## config.mk

```make
export PLATFORM = sky130hd
export DESIGN_NAME = branch_predictor
export DESIGN_NICKNAME = d
export VERILOG_FILES = /design/src/rtl/branch_predictor_pkg.sv /design/src/rtl/branch_predictor_sat_counter2.sv /design/src/rtl/branch_predictor.sv
export SDC_FILE = /design/constraint.sdc
export NUM_CORES = 2
export LEC_CHECK = 0
export CORE_MARGIN = 8
export CORE_UTILIZATION = 40
export CTS_BUF_LIST = sky130_fd_sc_hd__clkbuf_8
export CTS_CLUSTER_SIZE = 30
export DETAILED_ROUTE_END_ITERATION = 8
export GPL_ROUTABILITY_DRIVEN = 0
export PLACE_DENSITY_LB_ADDON = 0.12
export SYNTH_ARGS = -nofsm -noshare
export SYNTH_HDL_FRONTEND = slang
export SYNTH_SLANG_ARGS = --single-unit
```

## constraint.sdc

```tcl
create_clock -name clk -period 67.1 [get_ports clk]
set_input_delay 13.42 -clock clk [delete_from_list [all_inputs] [get_ports clk]]
set_output_delay 13.42 -clock clk [all_outputs]
set_load 0.01 [all_outputs]
```

## src/rtl/branch_predictor_pkg.sv

```systemverilog
// -----------------------------------------------------------------------------
// branch_predictor_pkg
// Purpose : Shared encodings for the fetch-side branch predictor and the
//           EX-stage branch control unit.
//           - branch_op_e : BranchOp field carried with every instruction
//           - cnt_state_e : states of the 2-bit saturating direction counter
// Ports   : none (package)
// -----------------------------------------------------------------------------
package branch_predictor_pkg;

    // BranchOp encodings, shared with the branch control unit
    typedef enum logic [1:0] {
        BR_NONE = 2'd0,
        BR_EQ   = 2'd1,
        BR_NE   = 2'd2,
        BR_JUMP = 2'd3
    } branch_op_e;

    // 2-bit direction counter states; bit 1 set means "predict taken"
    typedef enum logic [1:0] {
        CNT_SNT = 2'd0,
        CNT_WNT = 2'd1,
        CNT_WT  = 2'd2,
        CNT_ST  = 2'd3
    } cnt_state_e;

endpackage

```

## src/rtl/branch_predictor_sat_counter2.sv

```systemverilog
// -----------------------------------------------------------------------------
// sat_counter2
// Purpose : Next-state function of a 2-bit saturating up/down counter.
//           Purely combinational; the caller owns the state register.
// Ports   :
//   cnt      in  2  current counter value
//   up       in  1  1 = count up (branch taken), 0 = count down
//   next_cnt out 2  updated value, saturating at CNT_ST / CNT_SNT
// -----------------------------------------------------------------------------
module sat_counter2
    import branch_predictor_pkg::*;
(
    input  logic [1:0] cnt,
    input  logic       up,
    output logic [1:0] next_cnt
);

    // Step one position toward the observed direction, sticking at the ends
    always_comb begin
        next_cnt = cnt;
        if (up) begin
            if (cnt != CNT_ST) begin
                next_cnt = cnt + 2'd1;
            end
        end else begin
            if (cnt != CNT_SNT) begin
                next_cnt = cnt - 2'd1;
            end
        end
    end

endmodule

```

## src/rtl/branch_predictor.sv

```systemverilog
// -----------------------------------------------------------------------------
// branch_predictor
// Purpose : Direct-mapped BTB with 2-bit saturating direction counters.
//           Predicts direction/target combinationally from the fetch PC,
//           trains on the resolved outcome from EX, and raises a registered
//           one-cycle mispredict pulse with the corrected next PC.
// Ports   :
//   clk, rst                 clock (rising edge), async active-high reset
//   f_pc                     PC being fetched
//   pred_taken, pred_target  combinational prediction for f_pc
//   r_valid, r_pc            resolved instruction present in EX and its PC
//   r_branchop               BranchOp of the resolved instruction
//   r_taken, r_target        actual outcome from the branch control unit
//   r_pred_taken/_target     prediction that travelled with the instruction
//   mispredict, redirect_pc  registered flush request and correct next PC
//   branch_cnt, miss_cnt     wrapping performance counters
// -----------------------------------------------------------------------------
module branch_predictor
    import branch_predictor_pkg::*;
#(
    parameter int IDX_BITS = 4,
    parameter int ADDR_W   = 32,
    parameter int CNT_W    = 16
) (
    input  logic              clk,
    input  logic              rst,
    input  logic [ADDR_W-1:0] f_pc,
    output logic              pred_taken,
    output logic [ADDR_W-1:0] pred_target,
    input  logic              r_valid,
    input  logic [ADDR_W-1:0] r_pc,
    input  logic [1:0]        r_branchop,
    input  logic              r_taken,
    input  logic [ADDR_W-1:0] r_target,
    input  logic              r_pred_taken,
    input  logic [ADDR_W-1:0] r_pred_target,
    output logic              mispredict,
    output logic [ADDR_W-1:0] redirect_pc,
    output logic [CNT_W-1:0]  branch_cnt,
    output logic [CNT_W-1:0]  miss_cnt
);

    localparam int ENTRIES = 1 << IDX_BITS;
    localparam int TAG_W   = ADDR_W - IDX_BITS - 2;

    logic              valid_q  [ENTRIES];
    logic [TAG_W-1:0]  tag_q    [ENTRIES];
    logic [1:0]        cnt_q    [ENTRIES];
    logic [ADDR_W-1:0] target_q [ENTRIES];

    logic [IDX_BITS-1:0] f_idx;
    logic [TAG_W-1:0]    f_tag;
    logic                f_hit;

    logic [IDX_BITS-1:0] r_idx;
    logic [TAG_W-1:0]    r_tag;
    logic                r_hit;
    logic                is_branch;
    logic                resolve_ev;
    logic                miss_cond;
    logic [1:0]          cnt_next;

    // Fetch-side lookup; reads the table as it stands before any same-cycle write
    always_comb begin
        f_idx       = f_pc[IDX_BITS+1:2];
        f_tag       = f_pc[ADDR_W-1:IDX_BITS+2];
        f_hit       = valid_q[f_idx] && (tag_q[f_idx] == f_tag);
        pred_taken  = f_hit && cnt_q[f_idx][1];
        pred_target = f_hit ? target_q[f_idx] : f_pc + ADDR_W'(4);
    end

    // Resolve-side decode. The instruction in EX during a mispredict pulse is
    // on the wrong path, so it is ignored entirely. A non-branch that was
    // predicted taken means the BTB entry aliased or went stale.
    always_comb begin
        r_idx      = r_pc[IDX_BITS+1:2];
        r_tag      = r_pc[ADDR_W-1:IDX_BITS+2];
        r_hit      = valid_q[r_idx] && (tag_q[r_idx] == r_tag);
        is_branch  = (r_branchop != BR_NONE);
        resolve_ev = r_valid && !mispredict;
        if (is_branch) begin
            miss_cond = (r_taken != r_pred_taken) ||
                        (r_taken && (r_target != r_pred_target));
        end else begin
            miss_cond = r_pred_taken;
        end
    end

    sat_counter2 u_sat_counter2 (
        .cnt      (cnt_q[r_idx]),
        .up       (r_taken),
        .next_cnt (cnt_next)
    );

    // Flush request, corrected PC and performance counters
    always_ff @(posedge clk or posedge rst) begin
        if (rst) begin
            mispredict  <= 1'b0;
            redirect_pc <= '0;
            branch_cnt  <= '0;
            miss_cnt    <= '0;
        end else begin
            mispredict <= resolve_ev && miss_cond;
            if (resolve_ev && miss_cond) begin
                redirect_pc <= r_taken ? r_target : r_pc + ADDR_W'(4);
                miss_cnt    <= miss_cnt + CNT_W'(1);
            end
            if (resolve_ev && is_branch) begin
                branch_cnt <= branch_cnt + CNT_W'(1);
            end
        end
    end

    // BTB training. A not-taken miss is not worth allocating; a taken miss
    // allocates with a jump starting strongly taken and a branch weakly taken.
    always_ff @(posedge clk or posedge rst) begin
        if (rst) begin
            for (int i = 0; i < ENTRIES; i++) begin
                valid_q[i]  <= 1'b0;
                tag_q[i]    <= '0;
                cnt_q[i]    <= CNT_WNT;
                target_q[i] <= '0;
            end
        end else if (resolve_ev) begin
            if (is_branch) begin
                if (r_hit) begin
                    cnt_q[r_idx] <= cnt_next;
                    if (r_taken) begin
                        target_q[r_idx] <= r_target;
                    end
                end else if (r_taken) begin
                    valid_q[r_idx]  <= 1'b1;
                    tag_q[r_idx]    <= r_tag;
                    target_q[r_idx] <= r_target;
                    cnt_q[r_idx]    <= (r_branchop == BR_JUMP) ? CNT_ST : CNT_WT;
                end
            end else if (r_hit) begin
                valid_q[r_idx] <= 1'b0;
            end
        end
    end

endmodule

```

# == After elaboration in Yosys (flattened, before gate mapping) ==
# Index checks and enable logic that the tools add are counted.
# totals
word_cells,154
rom_bits,0
latchBits,0
mem_bits_rw,0
regBits,1041
mem_count,0
# classes
div_mod_pow,0
eq_ne,7
shifts,0
multipliers,0
n_mux,46
order_cmp,3
bitwise,6
add_sub_neg,6
reduce_logical,18
# op_table
operator,n
$bwmux W512,1
$bwmux W416,1
$mux W32,7
$bmux W26 S4,2
$mux W26,5
$bmux W32 S4,1
$demux W32 S4,1
$demux W26 S4,1
$add A32 B3 Y32 const B,2
$bwmux W32,2
$mux W16,4
$eq A26 B26 Y1,2
$add A16 B1 Y16 const B,2
$ne A32 B32 Y1,1
$and A16 B16 Y16,1
$bmux W2 S4,2
$mux W2,8
$not A16 Y16,1
$or A16 B16 Y16,1
$ge A5 B5 Y1 const B,2
$not A4 Y5,2
$bmux W1 S4,2
$demux W2 S4,1
$logic_and A1 B1 Y1,8
14 further kinds,26

# == Logic depth before layout (Yosys ltp) ==
# depth
depth_word,9
mapped_depth,17
depth_no_buf,9

# == By module ==
# A second synthesis with hierarchy kept.
# unflattened
cells_unflattened,3631
area_unflattened_um2,53462.5
# by_module_without_submodules
module,n_inst,cells_each,area_each_um2
branch_predictor,1,3628,53436.2
sat_counter2,1,3,26.3

# == Least setup slack after synthesis ==
# OpenSTA, ideal clock, no wires.
# synth_path
path_type,input port to output port
start,input port f_pc[3]
end,output port pred_target[10]
slack_ps,37033
path_stages,12
arrival_ps,16647
required_time_ps,53680
path_cell_list,buf_2 buf_1 clkbuf_1 mux4_2 mux4_2 xnor2_1 nand4_1 nor4_1 nand4_1 clkbuf_1 buf_1 a21oi_1
# synth_between
elab_chain_cells,7
word_cells_on_any_way,14
classes_between,add/sub: 1; eq/ne: 1; mux: 10; bitwise: 1; reduce/logical: 1
# synth_rtl
element,line_no,source
"start, declared",branch_predictor.sv:27,"input logic [ADDR_W-1:0] f_pc,"
$not A4 Y5 (not written as such),"branch_predictor.sv:67, branch_predictor.sv:69",
$bmux W26 S4,branch_predictor.sv:67,f_hit = valid_q[f_idx] && (tag_q[f_idx] == f_tag);
$mux W26 (not written as such) (2 in a row),branch_predictor.sv:67,
$eq A26 B26 Y1,branch_predictor.sv:67,
$logic_and A1 B1 Y1,branch_predictor.sv:67,
$mux W32 *,branch_predictor.sv:69,pred_target = f_hit ? target_q[f_idx] : f_pc + ADDR_W'(4);
"end, declared",branch_predictor.sv:29,"output logic [ADDR_W-1:0] pred_target,"
# Every way passes the cells marked *; elsewhere a longest branch is shown, timed or not. The select of a mux whose other input is x is not followed.

# == Worst setup path after layout ==
# layout_path
start,input port f_pc[2]
end,output port pred_target[18]
# The elaborated chain is that of the path after synthesis.

==> results.yml <==
synth:
  synthCells: 3672
  synth_area_mm2: 0.0543
  ys_seq_elements: 1041
  avgSynthCellArea_um2: 14.8
  synthArstFlopShare_pct: 100
  yosysSeqAreaShare_pct: 48.1
  synth_nets: 3814
  synth_ff_type: "dfrtp_1"
  yosysWarnings: 0
  synth_edf_count: 0
  synth.distinct_cells: 84
clocking:
  clk_pin_slew_worst_paths_ns: 0.06
  post-cts-setup-buffers: 0
  root_buffer: "clkbuf_8"
  cts_resized: 0
  cts_tree: "yes"
  insertion_delay_ns: 0.94
  clockBufferDepth: 3
  clock_sinks: 1041
  h-tree-depth: 4
  ctsHoldBuffers: 0
  cts-buffers-inserted: 185
sta:
  tightest_slew_ns: 1.20
  rsz0062_at_grt: "false"
  period_needed_ns: 31.62
  slew_violations: 0
  finalHoldViolCount: 0
  skew_ns: 0.0415
  slew_headroom_pct: 19.9
  finalSetupViolations: 0
  fmax_ghz: 0.0316
  finalSetupTns_ns: 0
  hold-worst-slack_ns: 0.466
  min_period_over_period_pct: 47.1
setup_path:
  path_class: "in2out"
  start_kind: "input port"
  critPathRequiredTime_ns: 53.68
  crit_path_max_fanout: 73
  crit_path_top_delay_cell: "buf_4"
  cp_data_arrival_time_ns: 18.20
  crit_chain: "buf_8, buf_4, mux4_2, mux4_2, xnor2_1, nand4_1, nor4_1, nand4_1, buf_4, mux2_2, clkdlybuf4s50_1"
  critPathCaptureType: "output pin"
  max_stage_delay_ns: 0.68
power_and_ir_drop:
  leakagePower_nw: 27.4
  ir_drop_mv: 0.0228
  p_sw_share_pct: 29.0
  intPower_mw: 1.24
  seqPwrFrac_pct: 45.8
  power_frac_clock_pct: 34.2
  p_switching_mw: 0.506
  power_mw: 1.75
  p_per_area_mw_per_mm2: 28.3
  combPwrFrac_pct: 20.0
placed_design:
  dpl.hpwl_mm: 113
  dp.cells: 5435
  portBuffers: 232
detailed_routing:
  firstDrtPassIters: 7
  drt_iter0_drc: 3284
  via_count: 34600
  vias_per_cell: 5.99
  routed_wl_mm: 184
  antenna_left: 0
  wire_per_inst_um: 31.9
  drc_errors: 0
global_routing:
  grt_overflow_total: 0
  grt_pass1_vias: 35300
  track_usage_pct: 24.8
  grt_start_max_net_pins: 173
  antenna_found_initial: 19
  grt_pass1_wl_mm: 266
die:
  num_io_pins: 233
  die_w_um: 384
  dieHeight_um: 384
  fp.dieArea_mm2: 0.148
  initial_utilization_pct: 40.1
  rows: 135
  coreArea_mm2: 0.135
cells_and_area:
  final_cells: 5780
  drive_gt1_share_pct: 44.3
  final_nets: 3983
  syn2layout_area_growth_pct: 13.6
  finish.utilization_pct: 45.6
run:
  cap_violations: 0
outcome:
  status: "complete, no violations"
hold_path:
  min_path_type: "reg2reg"
flip-flops by register name, summed over array words and instances, names as in the netlist, named ones only:
register,cells
cnt_q,32
branch_cnt,16
redirect_pc,32
target_q,512
tag_q,416
miss_cnt,16
mispredict,1
Yosys cell counts, types with 5 or more instances:
master	instances	area (µm²)
dfrtp_1	1025	25600
mux2_2	785	8840
mux4_2	398	8960
clkbuf_1	208	781
mux2_4	145	2180
nor2_1	134	503
nand2_1	116	435
xnor2_1	106	928
a21oi_1	69	345
mux2i_1	56	561
xor2_1	55	482
o21ai_0	53	265
buf_1	45	169
nand3_1	38	190
nand4_1	35	219
buf_2	29	145
buf_4	27	203
inv_1	26	97.6
mux2_1	26	293
a2bb2oi_1	23	201
o21a_1	17	128
buf_6	16	180
dfstp_2	16	420
and3_1	15	93.8
buf_12	15	300
nor3_1	15	75.1
nor4_1	13	81.3
a2bb2oi_2	10	150
o22ai_1	9	56.3
a22oi_1	8	60.1
and2_1	8	50.1
nor2b_1	8	50.1
a22o_1	7	61.3
ha_1	7	87.6
nand2_8	7	140
clkbuf_2	6	30.0
nand2b_1	6	37.5
nand2_2	5	31.3
critical path, delay by kind of cell:
| family | cells | cell delay, ns |
|---|---|---|
| simple gates | 3 | 0.57 |
| buf+inv | 4 | 2.16 |
| xor+xnor | 1 | 0.24 |
| mux | 3 | 1.53 |
final timing paths:
path	slack [ns]	cells after the start	start	end
max	35.48	11	f_pc[2]	pred_target[18]
max reg2reg	62.04	11	tag_q[407]	tag_q[310]
min	0.47	1	branch_cnt[15]	branch_cnt[15]
min reg2reg	0.47	1	branch_cnt[15]	branch_cnt[15]
max in group asynchronous	50.47	6	rst	target_q[421]
min in group asynchronous	13.03	2	rst	tag_q[24]
logic make-up (layout without fill, tap and decap cells):
family,Yosys count,in the layout,share of synthesized area (%)
flip-flops,1041,1041,48.1
multiplexers,1410,1410,38.4
adder cells (fa/ha/maj),8,8,0.180
other,0,10,0
AND/OR/NAND/NOR,426,426,3.98
XOR/XNOR,161,161,2.60
buffers and inverters,375,692,3.55
AO/OA/AOI/OAI,251,251,3.23
routing by layer:
metal	track usage [%]	share of wire (%)	vias up	routed length, µm
met5	0	0.027	-	49
met4	6.16	2.2	8	4080
met3	5.40	7.4	249	13700
met2	36.6	44	1308	80900
met1	37.3	46	18900	85600
li1	-	-	14200	-
area by class of cell:
type	instances	area [µm²]
clock inverter	107	596
antenna	10	25.0
fill	12000	73500
tap	1781	2230
multi-input combinational	2256	26400
timing repair buffer	329	3100
inverter	28	113
sequential	1041	26100
clock buffer	228	3140
power groups by stage:
stage	logic [mW]	registers, mW	clock network, mW
after floorplan	0.243	0.791	0
after detailed placement	0.349	0.808	0
after global placement	0.345	0.807	0
final	0.350	0.800	0.598
after global routing	0.372	0.813	0.642
after CTS	0.350	0.798	0.614
layout by cell type, fill, tap and decap left out, drive strengths merged, types with 17 or more instances in the layout:
cell and n:
a21oi 69, nor2 134, mux4 398, mux2 956, clkbuf 229, nand3 41, a2bb2oi 33, dfrtp 1025
xor2 55, nand2 128, xnor2 106, clkdlybuf4s50 223, inv 115, buf 105, clkinv 19, o21ai 55
nand4 35, o21a 17, mux2i 56
metrics by stage:
| step | area, µm² | setup slack [ns] |
|---|---|---|
| 3_5_place_dp | 57900 | 35.51 |
| 6_report | 61700 | 35.48 |
| 4_1_cts | 61600 | 35.49 |
| 5_1_grt | 61600 | 35.24 |
| 3_3_place_gp | 57900 | 35.51 |
| 2_1_floorplan | 54300 | 24.41 |
Note: power is estimated with default switching activity, not from simulation.
